$ cat src/rtl/exec_unit_mc.sv
`default_nettype none
// ============================================================================
// Module   : exec_unit_mc
// Brief    : Multi-cycle execute stage: 1-cycle ALU, pipelined MUL, iterative
//            restoring DIV/REM, 4-bit flags. Optional macro
//            EXEC_MC_SIGNED_DIV_EN adds signed DIVS/REMS (ops 9/10).
// Revision : 1.0 - initial release
// ============================================================================
module exec_unit_mc #(
    parameter int W_OPR      = 32,
    parameter int W_RD       = 5,
    parameter int MUL_STAGES = 2
) (
    input  logic             clk,
    input  logic             reset,
    input  logic             v_i,
    output logic             stall_o,
    input  logic [3:0]       op_i,
    input  logic [W_OPR-1:0] opr0_i,
    input  logic [W_OPR-1:0] opr1_i,
    input  logic [W_RD-1:0]  wb_r_i,
    input  logic             wb_en_i,
    input  logic             stall_i,
    output logic             v_o,
    output logic [W_OPR-1:0] result_o,
    output logic [W_RD-1:0]  wb_r_o,
    output logic             wb_o,
    output logic [3:0]       flags_o,
    output logic             busy_o
);

`ifdef EXEC_MC_SIGNED_DIV_EN
    localparam bit C_SDIV_EN = 1'b1;
`else
    localparam bit C_SDIV_EN = 1'b0;
`endif

    localparam logic [3:0] C_OP_ADD  = 4'd0;
    localparam logic [3:0] C_OP_SUB  = 4'd1;
    localparam logic [3:0] C_OP_MUL  = 4'd2;
    localparam logic [3:0] C_OP_DIVU = 4'd3;
    localparam logic [3:0] C_OP_REMU = 4'd4;
    localparam logic [3:0] C_OP_AND  = 4'd5;
    localparam logic [3:0] C_OP_OR   = 4'd6;
    localparam logic [3:0] C_OP_XOR  = 4'd7;
    localparam logic [3:0] C_OP_CMP  = 4'd8;
    localparam logic [3:0] C_OP_DIVS = 4'd9;
    localparam logic [3:0] C_OP_REMS = 4'd10;
    localparam logic [3:0] C_OP_NOP  = 4'd15;

    localparam int C_CNT_MAX = (W_OPR > MUL_STAGES) ? W_OPR : MUL_STAGES;
    localparam int C_CNT_W   = $clog2(C_CNT_MAX + 1);
    localparam logic [C_CNT_W-1:0] C_MUL_LAST  = C_CNT_W'(MUL_STAGES - 1);
    localparam logic [C_CNT_W-1:0] C_UDIV_LAST = C_CNT_W'(W_OPR - 1);
    localparam logic [C_CNT_W-1:0] C_SDIV_LAST = C_CNT_W'(W_OPR);
    localparam logic [W_OPR-1:0]   C_MOST_NEG  = {1'b1, {(W_OPR-1){1'b0}}};

    typedef enum logic [1:0] {
        S_IDLE = 2'd0,
        S_MUL  = 2'd1,
        S_DIV  = 2'd2
    } state_t;

    state_t             state_q, state_d;
    logic [C_CNT_W-1:0] cnt_q, cnt_d;
    logic [W_OPR-1:0]   a_q, a_d;
    logic [W_OPR-1:0]   b_q, b_d;
    logic [W_OPR-1:0]   rem_q, rem_d;
    logic [3:0]         op_q, op_d;
    logic [W_RD-1:0]    in_rd_q, in_rd_d;
    logic               wen_q, wen_d;
    logic               qneg_q, qneg_d;
    logic               rneg_q, rneg_d;
    logic               sovf_q, sovf_d;

    logic               v_q;
    logic [W_OPR-1:0]   res_q;
    logic [W_RD-1:0]    out_rd_q;
    logic               wb_q;
    logic [3:0]         flags_q;

    logic               w_hold;
    logic               w_acc;
    logic [3:0]         w_op_eff;
    logic [W_OPR:0]     w_sum;
    logic [W_OPR:0]     w_diff;
    logic [2*W_OPR-1:0] w_prod;
    logic [W_OPR:0]     w_trial;
    logic               w_qbit;
    logic [W_OPR-1:0]   w_rem_nx;
    logic [W_OPR-1:0]   w_quo_nx;
    logic [W_OPR-1:0]   w_a_mag;
    logic [W_OPR-1:0]   w_b_mag;
    logic               w_in_sdiv;
    logic               w_lat_sdiv;
    logic               w_lat_rem;

    logic               w_done;
    logic               w_cmp;
    logic               w_keep;
    logic [W_OPR-1:0]   w_res;
    logic [W_OPR-1:0]   w_zs;
    logic               w_carry;
    logic               w_ovf;
    logic               w_wb;
    logic [W_RD-1:0]    w_wbr;
    logic [3:0]         w_flags;

    assign w_hold  = v_q & stall_i;
    assign busy_o  = (state_q != S_IDLE);
    assign stall_o = busy_o | w_hold;
    assign w_acc   = v_i & ~stall_o;

    always_comb begin
        w_op_eff = op_i;
        if (!C_SDIV_EN && (op_i == C_OP_DIVS || op_i == C_OP_REMS)) begin
            w_op_eff = C_OP_NOP;
        end
    end

    assign w_sum  = {1'b0, opr0_i} + {1'b0, opr1_i};
    assign w_diff = {1'b0, opr0_i} - {1'b0, opr1_i};
    assign w_prod = {{W_OPR{1'b0}}, a_q} * {{W_OPR{1'b0}}, b_q};

    // Restoring step: shift in the next dividend bit, subtract if it fits.
    assign w_trial  = {rem_q, a_q[W_OPR-1]} - {1'b0, b_q};
    assign w_qbit   = ~w_trial[W_OPR];
    assign w_rem_nx = w_qbit ? w_trial[W_OPR-1:0] : {rem_q[W_OPR-2:0], a_q[W_OPR-1]};
    assign w_quo_nx = {a_q[W_OPR-2:0], w_qbit};

    assign w_a_mag    = opr0_i[W_OPR-1] ? (~opr0_i + 1'b1) : opr0_i;
    assign w_b_mag    = opr1_i[W_OPR-1] ? (~opr1_i + 1'b1) : opr1_i;
    assign w_in_sdiv  = (w_op_eff == C_OP_DIVS) || (w_op_eff == C_OP_REMS);
    assign w_lat_sdiv = (op_q == C_OP_DIVS) || (op_q == C_OP_REMS);
    assign w_lat_rem  = (op_q == C_OP_REMU) || (op_q == C_OP_REMS);

    always_comb begin
        state_d = state_q;
        cnt_d   = cnt_q;
        a_d     = a_q;
        b_d     = b_q;
        rem_d   = rem_q;
        op_d    = op_q;
        in_rd_d = in_rd_q;
        wen_d   = wen_q;
        qneg_d  = qneg_q;
        rneg_d  = rneg_q;
        sovf_d  = sovf_q;
        w_done  = 1'b0;
        w_cmp   = 1'b0;
        w_keep  = 1'b0;
        w_res   = '0;
        w_zs    = '0;
        w_carry = 1'b0;
        w_ovf   = 1'b0;
        w_wb    = wen_q & (op_q != C_OP_CMP);
        w_wbr   = in_rd_q;

        case (state_q)
            S_IDLE: begin
                if (w_acc) begin
                    op_d    = w_op_eff;
                    in_rd_d = wb_r_i;
                    wen_d   = wb_en_i;
                    cnt_d   = '0;
                    if (w_op_eff == C_OP_MUL) begin
                        a_d     = opr0_i;
                        b_d     = opr1_i;
                        state_d = S_MUL;
                    end else if ((w_op_eff == C_OP_DIVU || w_op_eff == C_OP_REMU || w_in_sdiv)
                                 && (opr1_i != '0)) begin
                        a_d     = w_in_sdiv ? w_a_mag : opr0_i;
                        b_d     = w_in_sdiv ? w_b_mag : opr1_i;
                        rem_d   = '0;
                        qneg_d  = w_in_sdiv & (opr0_i[W_OPR-1] ^ opr1_i[W_OPR-1]);
                        rneg_d  = w_in_sdiv & opr0_i[W_OPR-1];
                        sovf_d  = w_in_sdiv & (opr0_i == C_MOST_NEG) & (&opr1_i);
                        state_d = S_DIV;
                    end else begin
                        w_done = 1'b1;
                        w_wb   = wb_en_i & (w_op_eff != C_OP_CMP);
                        w_wbr  = wb_r_i;
                        case (w_op_eff)
                            C_OP_ADD: begin
                                w_res   = w_sum[W_OPR-1:0];
                                w_carry = w_sum[W_OPR];
                                w_ovf   = (opr0_i[W_OPR-1] == opr1_i[W_OPR-1]) &&
                                          (w_sum[W_OPR-1] != opr0_i[W_OPR-1]);
                            end
                            C_OP_SUB, C_OP_CMP: begin
                                w_res   = (w_op_eff == C_OP_CMP) ? '0 : w_diff[W_OPR-1:0];
                                w_cmp   = (w_op_eff == C_OP_CMP);
                                w_zs    = w_diff[W_OPR-1:0];
                                w_carry = w_diff[W_OPR];
                                w_ovf   = (opr0_i[W_OPR-1] != opr1_i[W_OPR-1]) &&
                                          (w_diff[W_OPR-1] != opr0_i[W_OPR-1]);
                            end
                            // Only divide-by-zero reaches these two arms.
                            C_OP_DIVU, C_OP_DIVS: begin
                                w_res = '1;
                                w_ovf = 1'b1;
                            end
                            C_OP_REMU, C_OP_REMS: begin
                                w_res = opr0_i;
                                w_ovf = 1'b1;
                            end
                            C_OP_AND: w_res = opr0_i & opr1_i;
                            C_OP_OR:  w_res = opr0_i | opr1_i;
                            C_OP_XOR: w_res = opr0_i ^ opr1_i;
                            default:  w_keep = 1'b1;
                        endcase
                    end
                end
            end
            S_MUL: begin
                if (cnt_q == C_MUL_LAST) begin
                    w_done  = 1'b1;
                    w_res   = w_prod[W_OPR-1:0];
                    w_carry = |w_prod[2*W_OPR-1:W_OPR];
                    if (!w_hold) begin
                        state_d = S_IDLE;
                    end
                end else begin
                    cnt_d = cnt_q + 1'b1;
                end
            end
            S_DIV: begin
                if (w_lat_sdiv && cnt_q == C_SDIV_LAST) begin
                    w_done = 1'b1;
                    w_ovf  = sovf_q;
                    if (w_lat_rem) begin
                        w_res = rneg_q ? (~rem_q + 1'b1) : rem_q;
                    end else begin
                        w_res = qneg_q ? (~a_q + 1'b1) : a_q;
                    end
                end else if (!w_lat_sdiv && cnt_q == C_UDIV_LAST) begin
                    w_done = 1'b1;
                    w_res  = w_lat_rem ? w_rem_nx : w_quo_nx;
                end else begin
                    a_d   = w_quo_nx;
                    rem_d = w_rem_nx;
                    cnt_d = cnt_q + 1'b1;
                end
                if (w_done && !w_hold) begin
                    state_d = S_IDLE;
                end
            end
            default: state_d = S_IDLE;
        endcase

        if (!w_cmp) begin
            w_zs = w_res;
        end
    end

    assign w_flags = {w_ovf, w_zs[W_OPR-1], ~|w_zs, w_carry};

    always_ff @(posedge clk or posedge reset) begin
        if (reset) begin
            state_q <= S_IDLE;
            cnt_q   <= '0;
            a_q     <= '0;
            b_q     <= '0;
            rem_q   <= '0;
            op_q    <= '0;
            in_rd_q <= '0;
            wen_q   <= 1'b0;
            qneg_q  <= 1'b0;
            rneg_q  <= 1'b0;
            sovf_q  <= 1'b0;
        end else begin
            state_q <= state_d;
            cnt_q   <= cnt_d;
            a_q     <= a_d;
            b_q     <= b_d;
            rem_q   <= rem_d;
            op_q    <= op_d;
            in_rd_q <= in_rd_d;
            wen_q   <= wen_d;
            qneg_q  <= qneg_d;
            rneg_q  <= rneg_d;
            sovf_q  <= sovf_d;
        end
    end

    always_ff @(posedge clk or posedge reset) begin
        if (reset) begin
            v_q      <= 1'b0;
            res_q    <= '0;
            out_rd_q <= '0;
            wb_q     <= 1'b0;
            flags_q  <= '0;
        end else if (!w_hold) begin
            v_q <= w_done;
            if (w_done) begin
                res_q    <= w_res;
                out_rd_q <= w_wbr;
                wb_q     <= w_wb;
                if (!w_keep) begin
                    flags_q <= w_flags;
                end
            end
        end
    end

    assign v_o      = v_q;
    assign result_o = res_q;
    assign wb_r_o   = out_rd_q;
    assign wb_o     = v_q & wb_q;
    assign flags_o  = flags_q;

endmodule
`default_nettype wire

$ cat config.mk
export PLATFORM = sky130hd
export DESIGN_NAME = exec_unit_mc
export DESIGN_NICKNAME = d
export VERILOG_FILES = /design/src/rtl/exec_unit_mc.sv
export SDC_FILE = /design/constraint.sdc
export NUM_CORES = 2
export LEC_CHECK = 0
export ABC_AREA = 1
export CAP_MARGIN = 30
export CORE_MARGIN = 2
export CORE_UTILIZATION = 40
export DETAILED_ROUTE_END_ITERATION = 8
export DONT_BUFFER_PORTS = 1
export HOLD_SLACK_MARGIN = 0.05
export PLACE_DENSITY = 0.67
export SLEW_MARGIN = 20
export SYNTH_ARGS = -nofsm -noshare
export SYNTH_HDL_FRONTEND = slang
export SYNTH_SLANG_ARGS = --single-unit
$ cat constraint.sdc
create_clock -name clk -period 7.35 [get_ports clk]
set_clock_uncertainty 0.15 [all_clocks]
set_input_delay 2.205 -clock clk [delete_from_list [all_inputs] [get_ports clk]]
set_output_delay 2.205 -clock clk [all_outputs]
set_load 0.005 [all_outputs]
==> out/metrics.cfg <==
[finish]
nets=9484
drive_gt1_share_pct=11.32
synthToLayoutAreaGrowth_pct=14.92

[routing]
drt_iter0_drc=4994
drc_errors=0
vias=52040
wl_um=222900
wl_per_cell_um=22.54
first_pass_iters=6
via_per_inst=5.263
drt.antenna.violating_nets=0

[grt]
grt_remaining_overflow=0
grt_max_degree=93
antenna_found_initial=16
grtUsageTotal_pct=32.80
grt_pass1_vias=53480
grt_pass1_wl_um=335100

[synth]
synth_edf_count=0
syn_area_per_cell_sq_um=6.885
yosys_warnings=0
synth-main-ff-cell=dfrtp_1
synth_cells=7817
ys_seq_elements=160
ys_types=62
synthArstFlopShare_pct=100.0
syn_area_sq_mm=0.05382
ys_seq_area_share_pct=7.439
synthesis.nets=9196

[critical_path]
path_class=reg -> reg
required_ns=7.68
crit_fanout=8
critPathCaptureType=flip-flop
cp.arrival_ns=8.10
start_kind=flip-flop
crit_slowest_cell=fa_2
cp_slowest_stage_delay_ns=0.58

[clocking]
cts_hold_buf=0
clock_sinks=160
cts-buffers-inserted=17
worst_setup_hold_path_clk_slew_ns=0.09
clk_path_buf_depth=2
cts_max_level=4
cts_tree=done
clk_latency_ns=0.54
root_buffer=clkbuf_16

[die]
die_w_um=370.8
io_pins=123
fp.dieH_um=370.8
fp.coreArea_sq_mm=0.1335
start_util_pct=40.33
rows=134
dieArea_sq_mm=0.1375

[hold_path]
hp-class=reg -> reg

[sta]
worst_pin_slew_ns=0.9281
finalSetupViolCount=9
min_period_ns=7.777
finalCritPeriodShare_pct=105.8
slew-limit-headroom_pct=37.71
finalHoldViolCount=0
finalWorstSetupSlack_ns=-0.4273
slew_violations=0
rsz0062_at_grt=yes
fmax_mhz=128.6

[place]
io_buffers=0
pre_cts_ws_ns=-1.096
gp_congestion=1.015
hpwl_um=191700

[run_status]
failed_checks=setup timing
status=finished with violations

[run]
cap_violations=0

-- synthesized netlist by cell type (5+ instances only) --
master | count | area share (%)
a21o_1 | 11 | 0.15
a211oi_1 | 18 | 0.25
nand3_1 | 327 | 3.0
dfrtp_1 | 160 | 7.4
o221ai_1 | 19 | 0.31
o21a_1 | 10 | 0.14
buf_1 | 36 | 0.25
o21ai_1 | 13 | 0.12
inv_2 | 15 | 0.10
o2111ai_1 | 5 | 0.081
o211ai_1 | 48 | 0.67
buf_2 | 40 | 0.37
nand4_1 | 71 | 0.83
nor2_1 | 489 | 3.4
fa_1 | 899 | 33
a21oi_1 | 301 | 2.8
or2_2 | 9 | 0.10
xnor2_1 | 10 | 0.16
nand2_1 | 2216 | 15
buf_6 | 5 | 0.10
nor4_1 | 6 | 0.070
a31oi_1 | 20 | 0.23
o22ai_1 | 35 | 0.41
nor3_1 | 50 | 0.46
ha_1 | 402 | 9.3
nand2_4 | 5 | 0.10
clkbuf_1 | 293 | 2.0
nand2_2 | 12 | 0.14
inv_1 | 1860 | 13
and2_1 | 22 | 0.26
o21ai_0 | 276 | 2.6
xor2_1 | 39 | 0.63
nand3b_1 | 23 | 0.32
nor2_2 | 8 | 0.093
o21bai_1 | 18 | 0.25
-- layout make-up --
cell class	count	area, sq um
tap	1768	2212
timing repair buffer	643	5887
antenna	3	7.507
clock inverter	15	178.9
clock buffer	17	425.4
fill	13640	71610
multi-input combinational	5405	42070
inverter	1878	7056
sequential	160	4011
-- placed cells by master (no fill, tap or decap), types with 44 or more instances in the layout --
master / count
buf_4: 554
fa_1: 878
ha_1: 385
dfrtp_1: 154
buf_12: 82
nand4_1: 71
inv_1: 1849
nand3_1: 313
o21ai_0: 246
nor2_1: 451
nand2_1: 2188
nor3_1: 44
o211ai_1: 48
a21oi_1: 280
-- cells by family (layout without fill, tap and decap cells) --
| kind of cell | after synthesis | count (layout) | share of synthesized area, % |
|---|---|---|---|
| flip-flops | 160 | 160 | 7.439 |
| multiplexers | 7 | 7 | 0.1372 |
| other | 0 | 3 | 0 |
| AO/OA/AOI/OAI | 795 | 795 | 8.353 |
| adder cells (fa/ha/maj) | 1301 | 1301 | 42.79 |
| XOR/XNOR | 49 | 49 | 0.7974 |
| AND/OR/NAND/NOR | 3253 | 3253 | 24.62 |
| buffers and inverters | 2252 | 2553 | 15.87 |
-- path summary, 6_finish.rpt --
kind	start	cells past startpoint	to	slack, ns
setup / recovery	b_q[9]$_DFFE_PP0P_	33	flags_o[1]$_DFFE_PP0P_	-0.43
hold / removal	sovf_q$_DFFE_PP0P_	2	sovf_q$_DFFE_PP0P_	0.32
setup reg to reg	b_q[9]$_DFFE_PP0P_	33	flags_o[1]$_DFFE_PP0P_	-0.43
hold reg to reg	sovf_q$_DFFE_PP0P_	2	sovf_q$_DFFE_PP0P_	0.32
max in group asynchronous	reset	2	wb_r_o[0]$_DFFE_PP0P_	4.31
min in group asynchronous	reset	1	result_o[13]$_DFFE_PP0P_	1.54
-- routing by layer --
metal / vias to the layer above / routed length [um] / global-route usage [%]
li1: 23820 / - / -
met1: 25670 / 92730 / 43.73
met2: 2165 / 103200 / 53.66
met3: 377 / 17600 / 5.270
met4: 12 / 9290 / 12.01
met5: - / 85 / 0
-- stage by stage --
stage               TNS (ns)  utilization, %  cell area (sq um)  hold slack, ns  std cells
global route          -4.511           46.34              61840          0.3427       9886
detailed placement    -4.615           45.16              60270          0.3032       9836
finish                -1.531           46.34              61850          0.3247       9889
floorplan                  0               -              53820          0.2865       7817
global placement      -3.922           45.15              60260          0.3034       9835
CTS                   -1.280           46.04              61450          0.3247       9881
-- what timing repair did --
item	CTS	global route
cloned	0	1
setup endpoints to repair	15	20
pin swaps	34	32
buffers inserted	13	4
resized for setup	122	109
-- flip-flops by register name, indices dropped and copies added (netlist names), 2 cells and up --
register	count
a_q	32
b_q	32
rem_q	32
result_o	32
cnt_q	6
in_rd_q	5
wb_r_o	5
flags_o	4
op_q	4
state_q	2
-- worst max-delay path: cells and delay by family (launching register included) --
kind	cells	cell delay [ns]
and+or+nand+nor	14	1.46
DFF	1	0.49
buffers and inverters	8	0.74
AOI/OAI and AO/OA	2	0.37
adders and majority gates	9	4.51
Power is left out: the tool's default activity adds up to more than one toggle a clock period on the data nets, which glitch-free logic cannot reach.
